$ cat src/rtl/muldiv_pkg.sv
//------------------------------------------------------------------------------
// Module   : muldiv_pkg
// Desc     : Shared constants and types for the iterative multiply/divide unit.
// Revision : 1.0 - initial release
//------------------------------------------------------------------------------
`default_nettype none

package muldiv_pkg;

  localparam int c_default_width = 32;

  localparam logic [2:0] c_func_mul    = 3'b000;
  localparam logic [2:0] c_func_mulh   = 3'b001;
  localparam logic [2:0] c_func_mulhsu = 3'b010;
  localparam logic [2:0] c_func_mulhu  = 3'b011;
  localparam logic [2:0] c_func_div    = 3'b100;
  localparam logic [2:0] c_func_divu   = 3'b101;
  localparam logic [2:0] c_func_rem    = 3'b110;
  localparam logic [2:0] c_func_remu   = 3'b111;

  typedef enum logic [1:0] {
    ST_IDLE = 2'd0,
    ST_CALC = 2'd1,
    ST_DONE = 2'd2
  } state_e;

  typedef enum logic {
    STEP_MUL = 1'b0,
    STEP_DIV = 1'b1
  } step_mode_e;

endpackage

`default_nettype wire

$ cat src/rtl/muldiv_step.sv
//------------------------------------------------------------------------------
// Module   : muldiv_step
// Desc     : One radix-2 iteration: shift-add multiply or restoring divide.
// Revision : 1.0 - initial release
//------------------------------------------------------------------------------
`default_nettype none

module muldiv_step
  import muldiv_pkg::*;
#(
  parameter int WIDTH = c_default_width
) (
  input  step_mode_e       i_mode,
  input  logic [WIDTH-1:0] i_acc,
  input  logic [WIDTH-1:0] i_part,
  input  logic [WIDTH-1:0] i_opnd,
  output logic [WIDTH-1:0] o_acc,
  output logic [WIDTH-1:0] o_part
);

  logic [WIDTH:0]   w_sum;
  logic [WIDTH:0]   w_shift;
  logic [WIDTH-1:0] w_diff;
  logic             w_ge;

  always_comb begin
    w_sum   = {1'b0, i_acc} + (i_part[0] ? {1'b0, i_opnd} : '0);
    w_shift = {i_acc, i_part[WIDTH-1]};
    w_ge    = (w_shift >= {1'b0, i_opnd});
    // Remainder stays below the divisor, so the low WIDTH bits suffice.
    w_diff  = w_shift[WIDTH-1:0] - i_opnd;
    o_acc   = i_acc;
    o_part  = i_part;
    if (i_mode == STEP_MUL) begin
      o_acc  = w_sum[WIDTH:1];
      o_part = {w_sum[0], i_part[WIDTH-1:1]};
    end else if (w_ge) begin
      o_acc  = w_diff;
      o_part = {i_part[WIDTH-2:0], 1'b1};
    end else begin
      o_acc  = w_shift[WIDTH-1:0];
      o_part = {i_part[WIDTH-2:0], 1'b0};
    end
  end

endmodule

`default_nettype wire

$ cat src/rtl/iterative_muldiv.sv
//------------------------------------------------------------------------------
// Module   : iterative_muldiv
// Desc     : RV32M-style iterative multiply/divide; MULDIV_EARLY_OUT_EN lets a
//            divide by zero skip the iteration phase.
// Revision : 1.0 - initial release
//------------------------------------------------------------------------------
`default_nettype none

module iterative_muldiv
  import muldiv_pkg::*;
#(
  parameter int WIDTH = c_default_width
) (
  input  logic             clk,
  input  logic             rst,
  input  logic             start,
  input  logic [2:0]       func,
  input  logic [WIDTH-1:0] opA,
  input  logic [WIDTH-1:0] opB,
  output logic             busy,
  output logic             done,
  output logic [WIDTH-1:0] result
);

  localparam int c_cnt_w = $clog2(WIDTH + 1);

  state_e             r_state_q, w_state_d;
  logic [c_cnt_w-1:0] r_cnt_q, w_cnt_d;
  logic [2:0]         r_func_q, w_func_d;
  logic [WIDTH-1:0]   r_acc_q, w_acc_d;
  logic [WIDTH-1:0]   r_part_q, w_part_d;
  logic [WIDTH-1:0]   r_opnd_q, w_opnd_d;
  logic [WIDTH-1:0]   r_opa_q, w_opa_d;
  logic               r_neg_q, w_neg_d;
  logic               r_div0_q, w_div0_d;
  logic [WIDTH-1:0]   r_result_q, w_result_d;

  logic               w_a_signed, w_b_signed, w_a_neg, w_b_neg, w_b_zero;
  logic [WIDTH-1:0]   w_a_mag, w_b_mag;
  step_mode_e         w_mode;
  logic [WIDTH-1:0]   w_step_acc, w_step_part;
  logic [2*WIDTH-1:0] w_prod, w_prod_fix;
  logic [WIDTH-1:0]   w_quo_fix, w_rem_fix, w_fixed;

  assign w_mode = r_func_q[2] ? STEP_DIV : STEP_MUL;

  muldiv_step #(
    .WIDTH (WIDTH)
  ) u_step (
    .i_mode (w_mode),
    .i_acc  (r_acc_q),
    .i_part (r_part_q),
    .i_opnd (r_opnd_q),
    .o_acc  (w_step_acc),
    .o_part (w_step_part)
  );

  // Operand magnitudes and result sign, captured when a request is accepted
  always_comb begin
    w_a_signed = (func == c_func_mulh) || (func == c_func_mulhsu) ||
                 (func == c_func_div)  || (func == c_func_rem);
    w_b_signed = (func == c_func_mulh) || (func == c_func_div) ||
                 (func == c_func_rem);
    w_a_neg    = w_a_signed & opA[WIDTH-1];
    w_b_neg    = w_b_signed & opB[WIDTH-1];
    w_a_mag    = w_a_neg ? (~opA + WIDTH'(1)) : opA;
    w_b_mag    = w_b_neg ? (~opB + WIDTH'(1)) : opB;
    w_b_zero   = (opB == '0);
  end

  // Sign fix-up and func selection of the final value
  always_comb begin
    w_prod     = {r_acc_q, r_part_q};
    w_prod_fix = r_neg_q ? (~w_prod + (2*WIDTH)'(1)) : w_prod;
    w_quo_fix  = r_neg_q ? (~r_part_q + WIDTH'(1)) : r_part_q;
    w_rem_fix  = r_neg_q ? (~r_acc_q + WIDTH'(1)) : r_acc_q;
    case (r_func_q)
      c_func_mul:                              w_fixed = w_prod_fix[WIDTH-1:0];
      c_func_mulh, c_func_mulhsu, c_func_mulhu: w_fixed = w_prod_fix[2*WIDTH-1:WIDTH];
      c_func_div, c_func_divu:                 w_fixed = r_div0_q ? '1 : w_quo_fix;
      default:                                 w_fixed = r_div0_q ? r_opa_q : w_rem_fix;
    endcase
  end

  always_comb begin
    w_state_d  = r_state_q;
    w_cnt_d    = r_cnt_q;
    w_func_d   = r_func_q;
    w_acc_d    = r_acc_q;
    w_part_d   = r_part_q;
    w_opnd_d   = r_opnd_q;
    w_opa_d    = r_opa_q;
    w_neg_d    = r_neg_q;
    w_div0_d   = r_div0_q;
    w_result_d = r_result_q;
    case (r_state_q)
      ST_IDLE: begin
        if (start) begin
          w_func_d = func;
          w_acc_d  = '0;
          w_part_d = func[2] ? w_a_mag : w_b_mag;
          w_opnd_d = func[2] ? w_b_mag : w_a_mag;
          w_opa_d  = opA;
          w_neg_d  = (func == c_func_rem) ? w_a_neg : (w_a_neg ^ w_b_neg);
          w_div0_d = w_b_zero;
          w_cnt_d  = c_cnt_w'(WIDTH);
`ifdef MULDIV_EARLY_OUT_EN
          w_state_d = (func[2] && w_b_zero) ? ST_DONE : ST_CALC;
`else
          w_state_d = ST_CALC;
`endif
        end
      end
      ST_CALC: begin
        w_acc_d  = w_step_acc;
        w_part_d = w_step_part;
        w_cnt_d  = r_cnt_q - c_cnt_w'(1);
        if (w_cnt_d == '0) begin
          w_state_d = ST_DONE;
        end
      end
      ST_DONE: begin
        w_result_d = w_fixed;
        w_state_d  = ST_IDLE;
      end
      default: begin
        w_state_d = ST_IDLE;
      end
    endcase
  end

  always_ff @(posedge clk) begin
    if (rst) begin
      r_state_q  <= ST_IDLE;
      r_cnt_q    <= '0;
      r_func_q   <= '0;
      r_acc_q    <= '0;
      r_part_q   <= '0;
      r_opnd_q   <= '0;
      r_opa_q    <= '0;
      r_neg_q    <= 1'b0;
      r_div0_q   <= 1'b0;
      r_result_q <= '0;
    end else begin
      r_state_q  <= w_state_d;
      r_cnt_q    <= w_cnt_d;
      r_func_q   <= w_func_d;
      r_acc_q    <= w_acc_d;
      r_part_q   <= w_part_d;
      r_opnd_q   <= w_opnd_d;
      r_opa_q    <= w_opa_d;
      r_neg_q    <= w_neg_d;
      r_div0_q   <= w_div0_d;
      r_result_q <= w_result_d;
    end
  end

  // The DONE cycle presents the fixed-up value while it is being registered
  assign busy   = (r_state_q != ST_IDLE);
  assign done   = (r_state_q == ST_DONE);
  assign result = done ? w_fixed : r_result_q;

endmodule

`default_nettype wire

$ cat config.mk
export PLATFORM = sky130hd
export DESIGN_NAME = iterative_muldiv
export DESIGN_NICKNAME = d
export VERILOG_FILES = /design/src/rtl/muldiv_pkg.sv /design/src/rtl/muldiv_step.sv /design/src/rtl/iterative_muldiv.sv
export SDC_FILE = /design/constraint.sdc
export NUM_CORES = 1
export LEC_CHECK = 0
export ABC_AREA = 1
export BUFFER_PORTS_ARGS = -buffer_cell sky130_fd_sc_hd__buf_2
export CORE_MARGIN = 2
export CORE_UTILIZATION = 50
export DETAILED_ROUTE_END_ITERATION = 12
export PLACE_DENSITY = 0.7
export SETUP_SLACK_MARGIN = 0.1
export SLEW_MARGIN = 20
export SYNTH_ARGS = -nofsm -noshare
export SYNTH_HDL_FRONTEND = slang
export SYNTH_SLANG_ARGS = --single-unit
$ cat constraint.sdc
create_clock -name clk -period 2.2 [get_ports clk]
set_input_delay 0.33 -clock clk [delete_from_list [all_inputs] [get_ports clk]]
set_output_delay 0.33 -clock clk [all_outputs]
set_load 0.02 [all_outputs]
==> summary.txt, run 1 <==
Yosys
  • Post-synth top flop: dfxtp_1
  • Mapped Cells: around 3500
  • Register area share after synthesis: 18.3%
  • Syn avg cell area: 5.41 µm²
  • Yosys Warn Count: 0
  • Ys async rst share: 0%
  • Syn nets: 3643
  • Synth Register Bits: 173
  • Synth Cell Area: 18900 µm²
  • Post-synth EDFFs: 0
  • Unique cell type count in the Yosys netlist: 52

Floorplan
  • Initial core utilization: roughly half
  • Die Width: 199 µm
  • Num rows: about 70
  • I/O Pins: 104
  • Chip Height: 199 µm

CTS
  • # hold bufs at CTS: 0
  • Clock root cell: clkbuf_16
  • Clock sinks: between 150 and 200
  • CTS Buf Count: 17
  • Maximum root-to-sink buffer count: 2
  • H-tree Lvls: 4

Outcome
  • Halt Stage: global routing (5_1_grt)
  • Status: did not finish
  • Stop Error: [ERROR GRT-0232] Routing congestion too high. Check the congestion heatmap in the GUI.

Placed design
  • Placer Congestion: 1.14
  • Post-DP HPWL: 74700 µm
  • Number of I/O port buffers: 103
  • Pre-CTS setup slack: -553 ps

Global route
  • Remaining Overflow, GRT: 14
  • Largest net degree at the start of global routing: 88
  • GRT Total Usage: 71.0%

Timing
  • Worst endpoint after global-route timing repair: result[19]
  • Worst EP Category: top-level output
==> metrics by stage <==
step	instances	hold slack, ps	utilization, %	TNS (ps)	area [µm²]
CTS	4756	166	77.0	-26770	28900
detailed placement	4628	470	66.3	-19730	24800
global placement	4628	463	66.3	-17890	24800
floorplan	3501	450	-	0	19100
==> per-layer routing <==
layer,GRT overflow,global-route usage [%]
met2,9,87.7
met3,1,54.9
met4,4,63.7
met1,0,73.4
met5,0,32.6
==> synth_stat cells (all sizes together), types with 16 or more instances <==
| cell type | n | area (µm²) |
|---|---|---|
| a21oi | 243 | 1220 |
| buf | 45 | 255 |
| clkbuf | 93 | 350 |
| dfxtp | 173 | 3460 |
| ha | 70 | 876 |
| inv | 481 | 1810 |
| nand2 | 1091 | 4160 |
| nand3 | 352 | 1770 |
| nand3b | 16 | 120 |
| nand4 | 49 | 307 |
| nor2 | 413 | 1640 |
| nor3 | 33 | 185 |
| o211ai | 33 | 248 |
| o21ai | 232 | 1160 |
| or2 | 30 | 188 |
| xor2 | 77 | 674 |
==> kinds of logic after synthesis <==
group,Yosys count,synth area share (%)
and+or+nand+nor,1994,44.5
buffers and inverters,625,12.8
AOI/OAI and AO/OA,553,15.7
DFF,173,18.3
xor gates and xnor gates,84,3.88
adders and majority gates,72,4.83
==> repair_timing <==
item,4_1_cts
setup buffers,93
pin swaps,246
endpoints found under the setup margin,89
gates cloned,5
resized for setup,697
==> inputs of run 2 (changes only) <==
--- a/config.mk
+++ b/config.mk
@@ -8,10 +8,9 @@
 export ABC_AREA = 1
 export BUFFER_PORTS_ARGS = -buffer_cell sky130_fd_sc_hd__buf_2
 export CORE_MARGIN = 2
-export CORE_UTILIZATION = 50
+export CORE_UTILIZATION = 35
 export DETAILED_ROUTE_END_ITERATION = 12
-export PLACE_DENSITY = 0.7
-export SETUP_SLACK_MARGIN = 0.1
+export PLACE_DENSITY_LB_ADDON = 0.15
 export SLEW_MARGIN = 20
 export SYNTH_ARGS = -nofsm -noshare
 export SYNTH_HDL_FRONTEND = slang
==> constraint.sdc (replaced) <==
create_clock -name clk -period 2.85 [get_ports clk]
set_input_delay 0.4275 -clock clk [delete_from_list [all_inputs] [get_ports clk]]
set_output_delay 0.4275 -clock clk [all_outputs]
set_load 0.02 [all_outputs]
==> summary.txt, run 2 <==
Outcome
  • Status: complete, but fails checks
  • Failing checks: negative setup slack

Placed design
  • Pre-CTS setup slack: 98.4 ps (+652 ps)
  • Number of I/O port buffers: 103 (unchanged)
  • Placer Congestion: 1.02 (-11%)
  • Post-DP HPWL: 74000 µm (-0.95%)
  • DP Area: 21300 µm² (-14%)

Yosys
  • Most common cell in the netlist: nand2_1
  • Register area share after synthesis: 18.3% (unchanged)
  • Mux cell area share after synthesis: 0% (unchanged)
  • Top cells by area, synth: nand2_1, dfxtp_1, inv_1
  • Mapped Cells: 3501 (unchanged)
  • Synth Cell Area: 18900 µm² (unchanged)
  • Syn nets: 3643 (unchanged)
  • XOR/XNOR share of the synthesized area: 3.88% (unchanged)
  • Top post-synthesis cells by count: nand2_1, inv_1, nor2_1, nand3_1, a21oi_1
  • Yosys Warn Count: 0 (unchanged)
  • Ys async rst share: 0% (unchanged)
  • Compound-Gate Fraction of Synth Area: 15.7% (unchanged)
  • Main combinational cell family by area after synthesis: simple AND/OR/NAND/NOR gates
  • Unique cell type count in the Yosys netlist: 52 (unchanged)
  • Syn avg cell area: 5.41 µm² (unchanged)
  • Post-synth top flop: dfxtp_1
  • Adder-cell share of the synthesized area: 4.83% (unchanged)
  • Synth top area share: 21.3% (unchanged)
  • Synth Register Bits: 173 (unchanged)
  • Post-synthesis simple-gate area fraction: 44.5% (unchanged)
  • Post-synth top area cell: nand2_1
  • Post-synth EDFFs: 0 (unchanged)

Timing
  • Unrepaired setup endpoints after global routing: true
  • Final setup viols: 22
  • Fin. Hold Viols: 0
  • Worst-Margin Slew: 841 ps
  • Min Tclk post-route: roughly 3000 ps
  • Max-slew violations: 0
  • Fin crit share: 104%
  • Maximum clock rate: between 300 and 400 MHz
  • Slew Limit Headroom: 43.9%
  • Final worst slack: -111 ps
  • TNS Setup: -685 ps
  • Setup Skew: 17.7 ps

Cells and area
  • Area Growth Syn to Fin: 25.9%
  • Most frequent cells in the layout: nand2_1, inv_1, nor2_1
  • Most common library cell in the layout ignoring fill and taps: nand2_1
  • Post-route cell area: ~24000 µm²
  • Ratio of cells with drive above 1 in the final layout: ~21%
  • Final #Nets: 3857
  • Layout fillers: 5952

Setup path
  • Flop-to-flop setup slack: about 140 ps
  • Critical Path Sink Type: output pin
  • Reg-to-reg endpoint: r_acc_q[20]
  • R2r startpoint: r_opnd_q[5]
  • Worst reg2reg path depth: 14
  • Crit-path max FO: 5
  • Worst path required time: 2420 ps
  • Worst setup SP type: register
  • Crit Path Category: reg2out
  • Worst Path Arrival: ~2500 ps

CTS
  • H-tree Lvls: 4 (unchanged)
  • Clock-pin slew on the worst setup and hold paths: about 90 ps
  • CTS Buf Count: 17 (unchanged)
  • CTS tree: done
  • Clock sinks: 173 (unchanged)
  • Clock root cell: clkbuf_16
  • Maximum root-to-sink buffer count: 2 (unchanged)
  • Clock Latency Late Sink: between 500 and 600 ps
  • # hold bufs at CTS: 0 (unchanged)

Routing
  • WL final: 92600 µm
  • Drt pass-1 iters: 8
  • Iter 0 DRT Violations: 2964
  • Mean routed wirelength per cell: 20.9 µm
  • DRC Markers: 0
  • Via density: 5.37
  • Vias after detailed routing: 23800
  • Post-DRT Antenna Nets: 0

Floorplan
  • I/O Pins: 104 (unchanged)
  • Die Width: 237 µm (+19%)
  • Die ar.: 56000 µm²
  • Num rows: 85 (+20%)
  • Chip Height: 237 µm (+19%)
  • Core box area: 53700 µm²
  • Initial core utilization: 35.3% (-15 points)

Pwr
  • Tot Pwr: 10700 µW
  • Leakage Power: 0.0122 µW
  • Peak supply drop: 0.383 mV
  • Power density cells: 447 nW/µm²

Global route
  • Global-route wire length before repair: between 100000 and 150000 µm
  • GRT Total Usage: 32.3%
  • Remaining Overflow, GRT: 0
  • Initial antenna violation count: 0
  • Vias in the first global route: 21000
  • Largest net degree at the start of global routing: 97

Flow run
  • Max capacitance violation total: 0

Worst hold path
  • Hold Crit Class: in2reg
  • WHS Endpoint: r_opnd_q[0]
  • WHS Path Cells: 3
  • Hold Crit Start: opA[0]
run 2: how the worst max path moves through the flow:
stage / slack, ps / startpoint / cells past startpoint / to
2_1_floorplan: 430 / r_part_q[0] / 19 / r_acc_q[19]
3_3_place_gp: 50 / r_acc_q[2] / 10 / result[26]
3_5_place_dp: 100 / r_part_q[0] / 17 / r_acc_q[31]
4_1_cts: -60 / r_part_q[1] / 15 / result[29]
5_1_grt: -220 / r_part_q[5] / 12 / result[3]
6_report: -110 / r_part_q[28] / 13 / result[29]
run 2: power by group:
group	switching (µW)	internal [µW]	total (µW)
Sequential	231	2580	2810
Combinational	3440	1770	5210
Clock	1410	1230	2640
run 2: cell type report:
type	instances	area [µm²]	share of cell area, %
Antenna cell	1	2.50	0.0105
Clock buffer	17	425	1.78
Clock inverter	15	218	0.913
Inverter	487	1850	7.76
Multi-Input combinational cell	2703	14300	60.0
Sequential cell	173	3560	14.9
Tap cell	696	871	3.65
Timing Repair Buffer	333	2610	11.0
run 2: cell families (layout without fill, tap and decap cells):
kind of cell    Yosys count  in the layout
fa+ha+maj                72             72
flops                   173            173
other cells               0              1
buf+inv                 625            852
simple gates           1994           1994
xor+xnor                 84             84
compound gates          553            553
run 2: critical path, stage by stage, from the launching register on:
cell	delay, ps
dfxtp_1	380
inv_1	240
nand3_2	150
nor2_2	200
nand3_1	140
nor2_4	210
nor2_1	60
nand2_1	70
nand3_1	140
nand2_1	90
nand2_1	60
nor2_2	100
nor2_1	40
buf_2	150
run 2: per-stage QoR:
step,utilization [%],hold WS (ps),cells
2_1_floorplan,-,450,3501
3_3_place_gp,39.6,472,4345
3_5_place_dp,39.6,479,4345
4_1_cts,42.8,201,4410
5_1_grt,44.4,227,4424
6_report,44.4,231,4425
run 2: timing repair:
item                       in CTS  in global routing
pin swaps                      53                 64
setup endpoints to repair      32                 55
gates cloned                    1                  0
resized for setup             277                219
setup buffers                  37                 15
run 2: per-layer routing:
metal	track usage, %	up-vias	routed length [µm]
met5	0	-	0
met4	13.6	0	4170
met3	6.27	181	8310
met2	48.5	1081	39000
met1	45.0	10900	41100
li1	-	11600	-
(Power assumes the default switching activity.)
==> inputs of run 3 (changes only) <==
--- a/config.mk
+++ b/config.mk
@@ -7,7 +7,9 @@
 export LEC_CHECK = 0
 export ABC_AREA = 1
 export BUFFER_PORTS_ARGS = -buffer_cell sky130_fd_sc_hd__buf_2
-export CORE_MARGIN = 2
+export CELL_PAD_IN_SITES_DETAIL_PLACEMENT = 1
+export CELL_PAD_IN_SITES_GLOBAL_PLACEMENT = 1
+export CORE_MARGIN = 3
 export CORE_UTILIZATION = 35
 export DETAILED_ROUTE_END_ITERATION = 12
 export PLACE_DENSITY_LB_ADDON = 0.15
==> summary.txt, run 3 (same netlist as run 2, synthesis figures left out) <==
Global route
  • GRT Total Usage: 35.9% (+3.6 points)
  • Largest net degree at the start of global routing: 88 (-9.3%)
  • Global-route wire length before repair: 154000 µm (+14%)
  • Vias in the first global route: 24100 (+15%)
  • Initial antenna violation count: 1 (+1)
  • Remaining Overflow, GRT: 0 (unchanged)

CTS
  • Maximum root-to-sink buffer count: 2 (unchanged)
  • CTS tree: done
  • Clock-pin slew on the worst setup and hold paths: 90 ps (about the same)
  • # hold bufs at CTS: 0 (unchanged)
  • H-tree Lvls: 4 (unchanged)
  • Clock root cell: clkbuf_16
  • Clock sinks: 173 (unchanged)
  • CTS Buf Count: 17 (unchanged)
  • Clock Latency Late Sink: 510 ps (about the same)

Timing
  • Final setup viols: 32 (+45%)
  • Setup Skew: 22.4 ps (+4.75 ps)
  • Maximum clock rate: 322 MHz (-4.7%)
  • Max-slew violations: 0 (unchanged)
  • Final worst slack: -256 ps (-145 ps)
  • Worst-Margin Slew: 829 ps (-12.5 ps)
  • Min Tclk post-route: 3110 ps (+145 ps)
  • Fin crit share: 109% (+5.1 points)
  • Fin. Hold Viols: 0 (unchanged)
  • Slew Limit Headroom: 44.2% (+0.25 points)
  • Unrepaired setup endpoints after global routing: true
  • Hold Slack: 208 ps (-22.6 ps)

Setup path
  • Worst reg2reg path depth: 22 (+8)
  • Crit. Startpoint: r_part_q[1]
  • Crit-path max cell delay: 350 ps (-30 ps)
  • Worst Path Arrival: 2680 ps (+150 ps)
  • R2r startpoint: r_part_q[20]
  • Crit Path Category: reg2out
  • CP cell instances: inv_4, buf_6, nand3_4, nor2_4, nand2_2, nor2_4, nand2_4, nand3_2, nand2_1, o211ai_1, nand2_1, inv_2, buf_6
  • Crit-path max FO: 7 (+2)
  • Worst path required time: 2420 ps (about the same)
  • Critical Path Sink Type: output pin
  • Worst setup SP type: register
  • Cell at the slowest stage of the critical path: dfxtp_2
  • Reg-to-reg endpoint: r_result_q[25]
  • Flop-to-flop setup slack: -150 ps (-290 ps)

Cells and area
  • Post-Layout Cell Count: 4431 (+0.14%)
  • Most common library cell in the layout ignoring fill and taps: nand2_1
  • Ratio of cells with drive above 1 in the final layout: 20.9% (+0.19 points)
  • Most frequent cells in the layout: nand2_1, inv_1, nand3_1
  • Final #Nets: 3871 (+0.36%)
  • Area Growth Syn to Fin: 25.9% (about the same)
  • Layout fillers: 7336 (+23%)

Floorplan
  • Core box area: 53100 µm² (-1.2%)
  • Die ar.: 57000 µm² (+1.7%)
  • Initial core utilization: 35.7% (+0.42 points)
  • Num rows: 84 (-1.2%)
  • I/O Pins: 104 (unchanged)
  • Chip Height: 239 µm (+0.85%)
  • Die Width: 239 µm (+0.85%)

Outcome
  • Failing checks: negative setup slack
  • Status: complete, but fails checks

Routing
  • Vias after detailed routing: 25100 (+5.6%)
  • Via density: 5.66 (+5.5%)
  • Drt pass-1 iters: 5 (-3)
  • DRC Markers: 0 (unchanged)
  • Mean routed wirelength per cell: 23.9 µm (+14%)
  • WL final: 106000 µm (+14%)
  • Post-DRT Antenna Nets: 0 (unchanged)
  • Iter 0 DRT Violations: 2355 (-21%)

Worst hold path
  • Hold Crit Class: in2reg
  • WHS Path Cells: 3 (unchanged)
  • Hold Crit Start: func[1]
  • WHS Endpoint: r_func_q[1]

Pwr
  • Peak supply drop: 0.511 mV (+34%)
  • Leakage Power: 0.0123 µW (+0.41%)
  • Power density cells: 455 nW/µm² (+1.7%)

Placed design
  • Number of I/O port buffers: 103 (unchanged)
  • Placer Congestion: 1.02 (about the same)
  • Placed Cells: 4338 (-0.16%)
  • Post-DP HPWL: 86000 µm (+16%)

Flow run
  • Max capacitance violation total: 0 (unchanged)
run 3: worst max path at each step:
stage / to
finish: result[3]
global route: result[27]
CTS: result[3]
detailed placement: r_acc_q[29]
global placement: result[0]
floorplan: r_acc_q[19]
run 3: routing by layer:
metal | GRT usage, % | wire (µm)
met1 | 50.6 | 47900
met2 | 54.0 | 45200
met3 | 5.83 | 7860
met4 | 15.6 | 4990
met5 | 0 | 0
run 3: critical path: cells and delay by family (launching register included):
family	cells	cell delay, ps
simple gates	8	1100
compound gates	1	340
flops	1	350
buf+inv	4	370
run 3: report_power, final:
part           switching (µW)  internal (µW)
Combinational            3620           1740
Sequential                238           2590
Clock                    1420           1250
run 3: through the flow:
| stage | utilization [%] | setup WS, ps | setup TNS, ps | total power, µW | cell area [µm²] |
|---|---|---|---|---|---|
| finish | 45.0 | -256 | -2960 | 10900 | 23900 |
| global route | 45.0 | -334 | -7140 | 11400 | 23900 |
| CTS | 42.9 | -164 | -3270 | 10400 | 22800 |
| detailed placement | 40.2 | -59.6 | -127 | 7550 | 21300 |
| global placement | 40.2 | 29.3 | 0 | 7460 | 21300 |
| floorplan | - | 429 | 0 | 5570 | 18900 |
run 3: area by class of cell:
cell class | count | area (µm²) | share of cell area, %
Multi-Input combinational cell | 2703 | 14200 | 59.6
Clock inverter | 15 | 225 | 0.944
Clock buffer | 17 | 425 | 1.78
Inverter | 487 | 1840 | 7.73
Antenna cell | 1 | 2.50 | 0.0105
Sequential cell | 173 | 3550 | 14.9
Tap cell | 688 | 861 | 3.61
Timing Repair Buffer | 347 | 2720 | 11.4
run 3: timing repair:
action                     in CTS  in global routing
gates cloned                    0                  1
pin swaps                      32                 69
setup buffers                  32                 27
setup endpoints to repair      38                 59
resized for setup             218                245
